**src/rtl/sram_port_arbiter.sv**
```systemverilog
// Round-robin arbiter sharing one single-port SRAM macro between two valid/ready requesters.
// Optional statistics counters are enabled by defining SRAM_ARB_STATS_EN.
module sram_port_arbiter #(
    parameter int ADDR_W    = 7,
    parameter int DATA_W    = 32,
    parameter int DEPTH     = 128,
    parameter int INIT_ZERO = 1
) (
    input  logic              clock,
    input  logic              reset,
    input  logic              io_req0_valid,
    output logic              io_req0_ready,
    input  logic              io_req0_write,
    input  logic [ADDR_W-1:0] io_req0_addr,
    input  logic [DATA_W-1:0] io_req0_wdata,
    output logic              io_rsp0_valid,
    output logic [DATA_W-1:0] io_rsp0_rdata,
    input  logic              io_req1_valid,
    output logic              io_req1_ready,
    input  logic              io_req1_write,
    input  logic [ADDR_W-1:0] io_req1_addr,
    input  logic [DATA_W-1:0] io_req1_wdata,
    output logic              io_rsp1_valid,
    output logic [DATA_W-1:0] io_rsp1_rdata,
    output logic              io_sram_csb0,
    output logic              io_sram_web0,
    output logic [ADDR_W-1:0] io_sram_addr0,
    output logic [DATA_W-1:0] io_sram_din0,
    input  logic [DATA_W-1:0] io_sram_dout0,
    output logic              io_init_done
`ifdef SRAM_ARB_STATS_EN
    ,
    output logic [15:0]       io_stat_grant0,
    output logic [15:0]       io_stat_grant1,
    output logic [15:0]       io_stat_conflict
`endif
);

    typedef enum logic {S_INIT, S_RUN} state_t;

    localparam int KW = ADDR_W + 1;
    localparam state_t RST_STATE = (INIT_ZERO != 0) ? S_INIT : S_RUN;
    localparam logic [KW-1:0] K_END = KW'(DEPTH);
    localparam logic [KW-1:0] K_ONE = KW'(1);

    state_t            state_q, state_d;
    logic [KW-1:0]     k_q, k_d;
    logic              prio_q, prio_d;
    logic              csb_q, csb_d;
    logic              web_q, web_d;
    logic [ADDR_W-1:0] addr_q, addr_d;
    logic [DATA_W-1:0] din_q, din_d;
    logic              rd_vld_q, rd_vld_d;
    logic              rd_own_q, rd_own_d;
    logic              rsp0_vld_q, rsp0_vld_d;
    logic              rsp1_vld_q, rsp1_vld_d;
    logic [DATA_W-1:0] rdata0_q, rdata0_d;
    logic [DATA_W-1:0] rdata1_q, rdata1_d;
    logic              init_done_q, init_done_d;

    logic run, rdy0, rdy1, go0, go1, both;

    // Ready is gated by reset so it reads 0 while reset is held, even when RUN is the reset state.
    assign run  = (state_q == S_RUN);
    assign both = io_req0_valid & io_req1_valid;
    assign rdy0 = run & reset & (~io_req1_valid | ~prio_q);
    assign rdy1 = run & reset & (~io_req0_valid |  prio_q);
    assign go0  = io_req0_valid & rdy0;
    assign go1  = io_req1_valid & rdy1;

    always_comb begin
        state_d     = state_q;
        k_d         = k_q;
        prio_d      = prio_q;
        csb_d       = 1'b1;
        web_d       = 1'b1;
        addr_d      = addr_q;
        din_d       = din_q;
        rd_vld_d    = 1'b0;
        rd_own_d    = rd_own_q;
        init_done_d = init_done_q;
        // The response owner comes from the issue pipeline, not from this cycle's grant.
        rsp0_vld_d  = rd_vld_q & ~rd_own_q;
        rsp1_vld_d  = rd_vld_q &  rd_own_q;
        rdata0_d    = rsp0_vld_d ? io_sram_dout0 : rdata0_q;
        rdata1_d    = rsp1_vld_d ? io_sram_dout0 : rdata1_q;
        case (state_q)
            S_INIT: begin
                if (k_q == K_END) begin
                    state_d     = S_RUN;
                    init_done_d = 1'b1;
                end else begin
                    csb_d  = 1'b0;
                    web_d  = 1'b0;
                    addr_d = k_q[ADDR_W-1:0];
                    din_d  = '0;
                    k_d    = k_q + K_ONE;
                end
            end
            default: begin
                init_done_d = 1'b1;
                if (both) begin
                    prio_d = ~prio_q;
                end
                if (go0 | go1) begin
                    csb_d    = 1'b0;
                    web_d    = go1 ? ~io_req1_write : ~io_req0_write;
                    addr_d   = go1 ? io_req1_addr : io_req0_addr;
                    din_d    = go1 ? io_req1_wdata : io_req0_wdata;
                    rd_vld_d = go1 ? ~io_req1_write : ~io_req0_write;
                    rd_own_d = go1;
                end
            end
        endcase
    end

    always_ff @(posedge clock or negedge reset) begin
        if (!reset) begin
            state_q     <= RST_STATE;
            k_q         <= '0;
            prio_q      <= 1'b0;
            csb_q       <= 1'b1;
            web_q       <= 1'b1;
            addr_q      <= '0;
            din_q       <= '0;
            rd_vld_q    <= 1'b0;
            rd_own_q    <= 1'b0;
            rsp0_vld_q  <= 1'b0;
            rsp1_vld_q  <= 1'b0;
            rdata0_q    <= '0;
            rdata1_q    <= '0;
            init_done_q <= 1'b0;
        end else begin
            state_q     <= state_d;
            k_q         <= k_d;
            prio_q      <= prio_d;
            csb_q       <= csb_d;
            web_q       <= web_d;
            addr_q      <= addr_d;
            din_q       <= din_d;
            rd_vld_q    <= rd_vld_d;
            rd_own_q    <= rd_own_d;
            rsp0_vld_q  <= rsp0_vld_d;
            rsp1_vld_q  <= rsp1_vld_d;
            rdata0_q    <= rdata0_d;
            rdata1_q    <= rdata1_d;
            init_done_q <= init_done_d;
        end
    end

    assign io_req0_ready = rdy0;
    assign io_req1_ready = rdy1;
    assign io_rsp0_valid = rsp0_vld_q;
    assign io_rsp1_valid = rsp1_vld_q;
    assign io_rsp0_rdata = rdata0_q;
    assign io_rsp1_rdata = rdata1_q;
    assign io_sram_csb0  = csb_q;
    assign io_sram_web0  = web_q;
    assign io_sram_addr0 = addr_q;
    assign io_sram_din0  = din_q;
    assign io_init_done  = init_done_q;

`ifdef SRAM_ARB_STATS_EN
    logic [15:0] grant0_q, grant0_d;
    logic [15:0] grant1_q, grant1_d;
    logic [15:0] conflict_q, conflict_d;

    function automatic logic [15:0] sat_inc(input logic [15:0] v, input logic en);
        return (en && (v != 16'hFFFF)) ? v + 16'd1 : v;
    endfunction

    always_comb begin
        grant0_d   = sat_inc(grant0_q, go0);
        grant1_d   = sat_inc(grant1_q, go1);
        conflict_d = sat_inc(conflict_q, run & both);
    end

    always_ff @(posedge clock or negedge reset) begin
        if (!reset) begin
            grant0_q   <= '0;
            grant1_q   <= '0;
            conflict_q <= '0;
        end else begin
            grant0_q   <= grant0_d;
            grant1_q   <= grant1_d;
            conflict_q <= conflict_d;
        end
    end

    assign io_stat_grant0   = grant0_q;
    assign io_stat_grant1   = grant1_q;
    assign io_stat_conflict = conflict_q;
`endif

endmodule

```
**config.mk**
```make
export PLATFORM = sky130hd
export DESIGN_NAME = sram_port_arbiter
export DESIGN_NICKNAME = d
export VERILOG_FILES = /design/src/rtl/sram_port_arbiter.sv
export SDC_FILE = /design/constraint.sdc
export NUM_CORES = 1
export LEC_CHECK = 0
export ABC_AREA = 1
export ABC_CLOCK_PERIOD_IN_PS = 3400
export CORE_ASPECT_RATIO = 1.25
export CORE_MARGIN = 1.5
export CORE_UTILIZATION = 30
export CTS_BUF_LIST = sky130_fd_sc_hd__clkbuf_4 sky130_fd_sc_hd__clkbuf_8
export CTS_CLUSTER_DIAMETER = 40
export DETAILED_ROUTE_END_ITERATION = 8
export GPL_TIMING_DRIVEN = 0
export PLACE_DENSITY = 0.7
export SYNTH_ARGS = -nofsm -noshare
export SYNTH_HDL_FRONTEND = slang
export SYNTH_SLANG_ARGS = --single-unit
```
**constraint.sdc**
```tcl
create_clock -name clock -period 3.4 [get_ports clock]
set_input_delay 0.68 -clock clock [delete_from_list [all_inputs] [get_ports clock]]
set_output_delay 0.68 -clock clock [all_outputs]
set_load 0.005 [all_outputs]
```
After elaboration in Yosys (flattened, before gate mapping)
Cells that the tools add are included.

word-level totals
  register bits after elaboration = 120
  latch bits = 0
  RAM bits = 0
  ROM bits = 0
  bits of input ports = 116
  memories kept = 0

operators by class
  add/sub/neg operators = 1
  $mul = 0
  div/mod/pow operators = 0
  magnitude comparators = 0
  eq/ne operators = 3
  shifts and indexed selects = 0
  mux-type cells = 19
  bitwise gates (word level) = 19
  reduce and logical (&&, ||, !) cells = 5

operators with widths
  operator               count
  $mux W32               4
  $mux W7                4
  $mux W1                11
  $add A8 B1 Y8 const B  1
  $and A1 B1 Y1          8
  $eq A8 B8 Y1 const B   1
  $not A1 Y1             8
  $reduce_and A2 Y1      4
  $or A1 B1 Y1           3
  $ne A2 B1 Y1 const B   1
  $ne A2 B2 Y1 const B   1
  $reduce_bool A2 Y1     1

Logic depth before layout (Yosys ltp)
Gate-level depths: netlist of the first run.

  depth in word-level cells = 7
  depth in mapped cells = 10
  mapped depth without buffers = 9

Worst setup path before layout of the first run
OpenSTA, ideal clock, no wires.

  kind = input -> output
  start = input port io_req1_valid
  end = output port io_req0_ready
  arrival time = 1.232 ns
  path slack = 1.488 ns
  cell stages on the path = 3
  cell sequence = buf_2 > buf_1 > a21oi_1

between the ends
  longest elaborated chain between the ends = 3

RTL lines
  what                line  RTL
  start: declaration  18    input logic io_req1_valid,
  $not A1 Y1          66    assign rdy0 = run & reset & (~io_req1_valid | ~prio_q);
  $or A1 B1 Y1        66
  $and A1 B1 Y1       66
  end: declaration    12    output logic io_req0_ready,

No other way between the ends.

Worst setup path after layout of the first run
  start = input port reset
  end = output port io_req1_ready

between the ends
  longest elaborated chain between the ends = 2

RTL lines
  what                        line  RTL
  start: declaration          10    input logic reset,
  $and A1 B1 Y1 (2 in a row)  67    assign rdy1 = run & reset & (~io_req0_valid | prio_q);
  end: declaration            19    output logic io_req1_ready,

No other way between the ends.

==> reports/results.env, run 1 <==
RUN_STATUS='finished, final reports clean'
NUMBER_OF_ROWS_CREATED_AT_FLOORPLAN=54
VIAS=5131
MIN-DELAY-PATH-CLASS='in2async'
CLK_PIN_SLEW_NS=0.07
DPL.HPWL_UM=12280
CRIT_ARRIVAL_NS=2.47
REPORT.FINAL.HOLD_VIOL_COUNT=0
VERTICAL_EXTENT_OF_THE_DIE_UM=153.2
NUM-FILL-CELLS=1771
TIMING.REG2REG.WORST_PATH_DEPTH=10
CLOCK_TREE.BUFFER_DEPTH=2
DIE_SPAN_IN_X_UM=123.2
WORST_SKEW_PAIR.LATE_LATENCY_NS=0.42
POST_CTS_HOLD_BUFFER_COUNT=0
H-TREE-DEPTH=4
PORT_BUFFERS=224
POWER.DENSITY_nW_PER_UM2=340.2
FP.DIEAREA_UM2=18870
GRT_ANTENNA_BEFORE_REPAIR=0
INITIAL_UTILIZATION=0.3083
POST_SYNTH.CELL_AREA_AVG_UM2=8.269
POST-CTS-SETUP-BUFFERS=0
MAX-VDD-IR-DROP_mV=0.2184
SYNTH.TOP_CELLS.BY_AREA='dfrtp_1, nand2_1, nand3_1'
DRC_ERRORS=0
GRT_PASS1_WL_UM=25470
SYNTH-SEQ-CELLS=120
RSZ0062_AT_GRT='no'
SYNTH_CELLS=655
CTS_NUM_SINKS=120
GRT_MAX_DEGREE=85
SLEW_OF_THE_PIN_WITH_THE_LOWEST_SLEW_MARGIN_NS=0.6175
FINALSETUPVIOLCOUNT=0
NNETSFINAL=1018
FINAL.SETUP.TNS_NS=0
FIN_HOLD_WS_NS=0.1754
NUMBER_OF_LIBRARY_CELL_TYPES_MAPPED_BY_SYNTHESIS=27
SYNTHESIS.NETS=773
IOS=226
YOSYSWARNINGS=0
WORST-ENDPOINT-REQUIRED_NS=2.72
VIAS_PER_CELL=4.517
DRTITER0DRC=283
POST_SYNTH_TOP_AREA_SHARE=0.5452
SLEW_HEADROOM=0.5840
GP_CONGESTION=0.8788
VIAS_IN_THE_FIRST_GLOBAL_ROUTE=5024
ROUTE.FINAL.WIRE_LENGTH_UM=16290
DETAILEDROUTE.FIRSTPASSITERATIONCOUNT=6
CRITICAL_PATH.MAX_FANOUT=42
CORE_REGION_AREA_UM2=17570
DRV_CAP=0
CLOCK_SKEW_NS=0.01323
NETLIST.TOP_CELL.BY_AREA='dfrtp_1'
SYNTH_SEQUENTIAL_AREA_RATIO=0.5549
DETAIL_ROUTE.WL_PER_CELL_UM=14.34
POWER_LEAKAGE_nW=4.177
PLACEMENT.CELL_AREA_UM2=7968
TIMING.FINAL.MAX_SLEW_VIOLATIONS=0
TRITONCTS='built'
CRIT_PATH_START_KIND='primary input'
TIMING.CRITICAL_PATH.TO_TYPE='output pin'
ROUTE.ANTENNA.REMAINING_NETS=0
MIN_PERIOD_OVER_PERIOD=0.9275
FIN_AREA_UM2=8357
MAX_CLOCK_FREQ_GHz=0.3171
FIN_CRIT_NS=3.153
AREA.GROWTH.SYNTH_TO_FINAL_PCT=54.28
CTS_ROOT_BUFFER='clkbuf_8'
FINAL_LAYOUT_SIZE_SUFFIX_GT1_FRAC=0.07895
TRACK_USAGE=0.1734
TIMING.SETUP.CRITICAL_PATH_CLASS='in2out'
POWER_mW=2.843
SYNTH_AREA_UM2=5416
CTS_BUFFERS=17
GRT-OVFL-TOTAL=0
CTS_RESIZED=0
ANTENNA_CELLS=0
[stage by stage]
step / util / cells / setup WS [ns]
final: 0.4757 / 1136 / 0.2466
after global routing: 0.4757 / 1136 / 0.09444
after floorplan: - / 655 / 1.488
after global placement: 0.4519 / 1103 / -4.054
after detailed placement: 0.4536 / 1104 / 0.06710
after CTS: 0.4743 / 1135 / 0.06816
[area by class of cell]
| class | count | area (µm²) | area share |
|---|---|---|---|
| tap | 224 | 280.3 | 0.03354 |
| timing repair buffer | 226 | 2296 | 0.2747 |
| buffer | 38 | 206.4 | 0.02470 |
| inverter | 66 | 257.7 | 0.03084 |
| sequential | 120 | 3005 | 0.3596 |
| clock inverter | 12 | 102.6 | 0.01228 |
| multi-input combinational | 431 | 1947 | 0.2330 |
| clock buffer | 19 | 261.5 | 0.03129 |
[registers in the layout, indices dropped and copies added (netlist names), 7 cells and up]
signal,flops
k_q,8
io_rsp0_rdata,32
io_sram_din0,32
io_sram_addr0,7
io_rsp1_rdata,32
[placed cells by master (no fill, tap or decap), types with 2 or more instances in the layout]
cell type        Yosys  layout
nand2_1            223     223
dfrtp_1            118     118
nand2_2              2       2
nor2_1              29      29
clkinvlp_4           0       4
inv_6                2       3
buf_1                5       5
dfstp_2              2       2
buf_2               11      11
clkdlybuf4s50_1      0     223
nand4_1              7       7
buf_6                4       5
clkbuf_8             0      19
ha_1                 2       2
clkinv_2             0       5
xor2_1               4       4
nand3_1             78      78
nand2_4              3       3
clkbuf_1            16      16
o21ai_0             67      67
xnor2_1              4       4
inv_1               63      63
nor2_2               7       7
[path summary, 6_finish.rpt]
check / from / end / slack [ns]
hold reg to reg: io_init_done / io_init_done / 0.47
min in group clock: io_init_done / io_init_done / 0.47
hold / removal: reset / io_rsp0_rdata[30] / 0.18
max in group asynchronous: reset / io_sram_web0 / 2.59
setup reg to reg: k_q[0] / io_sram_din0[26] / 1.63
setup / recovery: reset / io_req1_ready / 0.25
[synth_stat cells]
| cell type | instances |
|---|---|
| a21oi_1 | 1 |
| a21oi_4 | 1 |
| buf_1 | 5 |
| buf_12 | 1 |
| buf_2 | 11 |
| buf_4 | 1 |
| buf_6 | 4 |
| clkbuf_1 | 16 |
| dfrtp_1 | 118 |
| dfstp_2 | 2 |
| ha_1 | 2 |
| inv_1 | 63 |
| inv_2 | 1 |
| inv_6 | 2 |
| nand2_1 | 223 |
| nand2_2 | 2 |
| nand2_4 | 3 |
| nand3_1 | 78 |
| nand3_2 | 1 |
| nand4_1 | 7 |
| nor2_1 | 29 |
| nor2_2 | 7 |
| o21ai_0 | 67 |
| o21ai_2 | 1 |
| or2_2 | 1 |
| xnor2_1 | 4 |
| xor2_1 | 4 |
[power breakdown]
group          switching [mW]  internal, mW
combinational          0.0851         0.135
sequential                  0          1.43
clock                   0.588         0.609
[worst max-delay path, stage by stage]
cell and delay [ns]:
buf_6 0.32, buf_16 0.27, nand2_4 0.12, a21oi_4 0.23, buf_2 0.26, clkdlybuf4s50_1 0.53
[cells by family after synthesis]
logic type | count (synthesis) | synth area share
adders and majority gates | 2 | 0.004619
xor gates and xnor gates | 8 | 0.01293
AOI/OAI and AO/OA | 70 | 0.06745
DFF | 120 | 0.5549
buffers and inverters | 104 | 0.08570
and+or+nand+nor | 351 | 0.2744
[routing by layer]
metal	up-vias	routed length, µm	track usage
li1	2544	-	-
met1	2386	6700	0.2106
met2	184	8173	0.2968
met3	17	1129	0.04515
met4	0	291	0.05528
met5	-	0	0
Power figures use the tool's default switching activity.
==> run 2, diff against run 1 <==
- CTS_CLUSTER_DIAMETER: 40 -> 120
==> results of run 2 <==
Same layout as run 1: the final DEF is identical, and so are final timing and power.
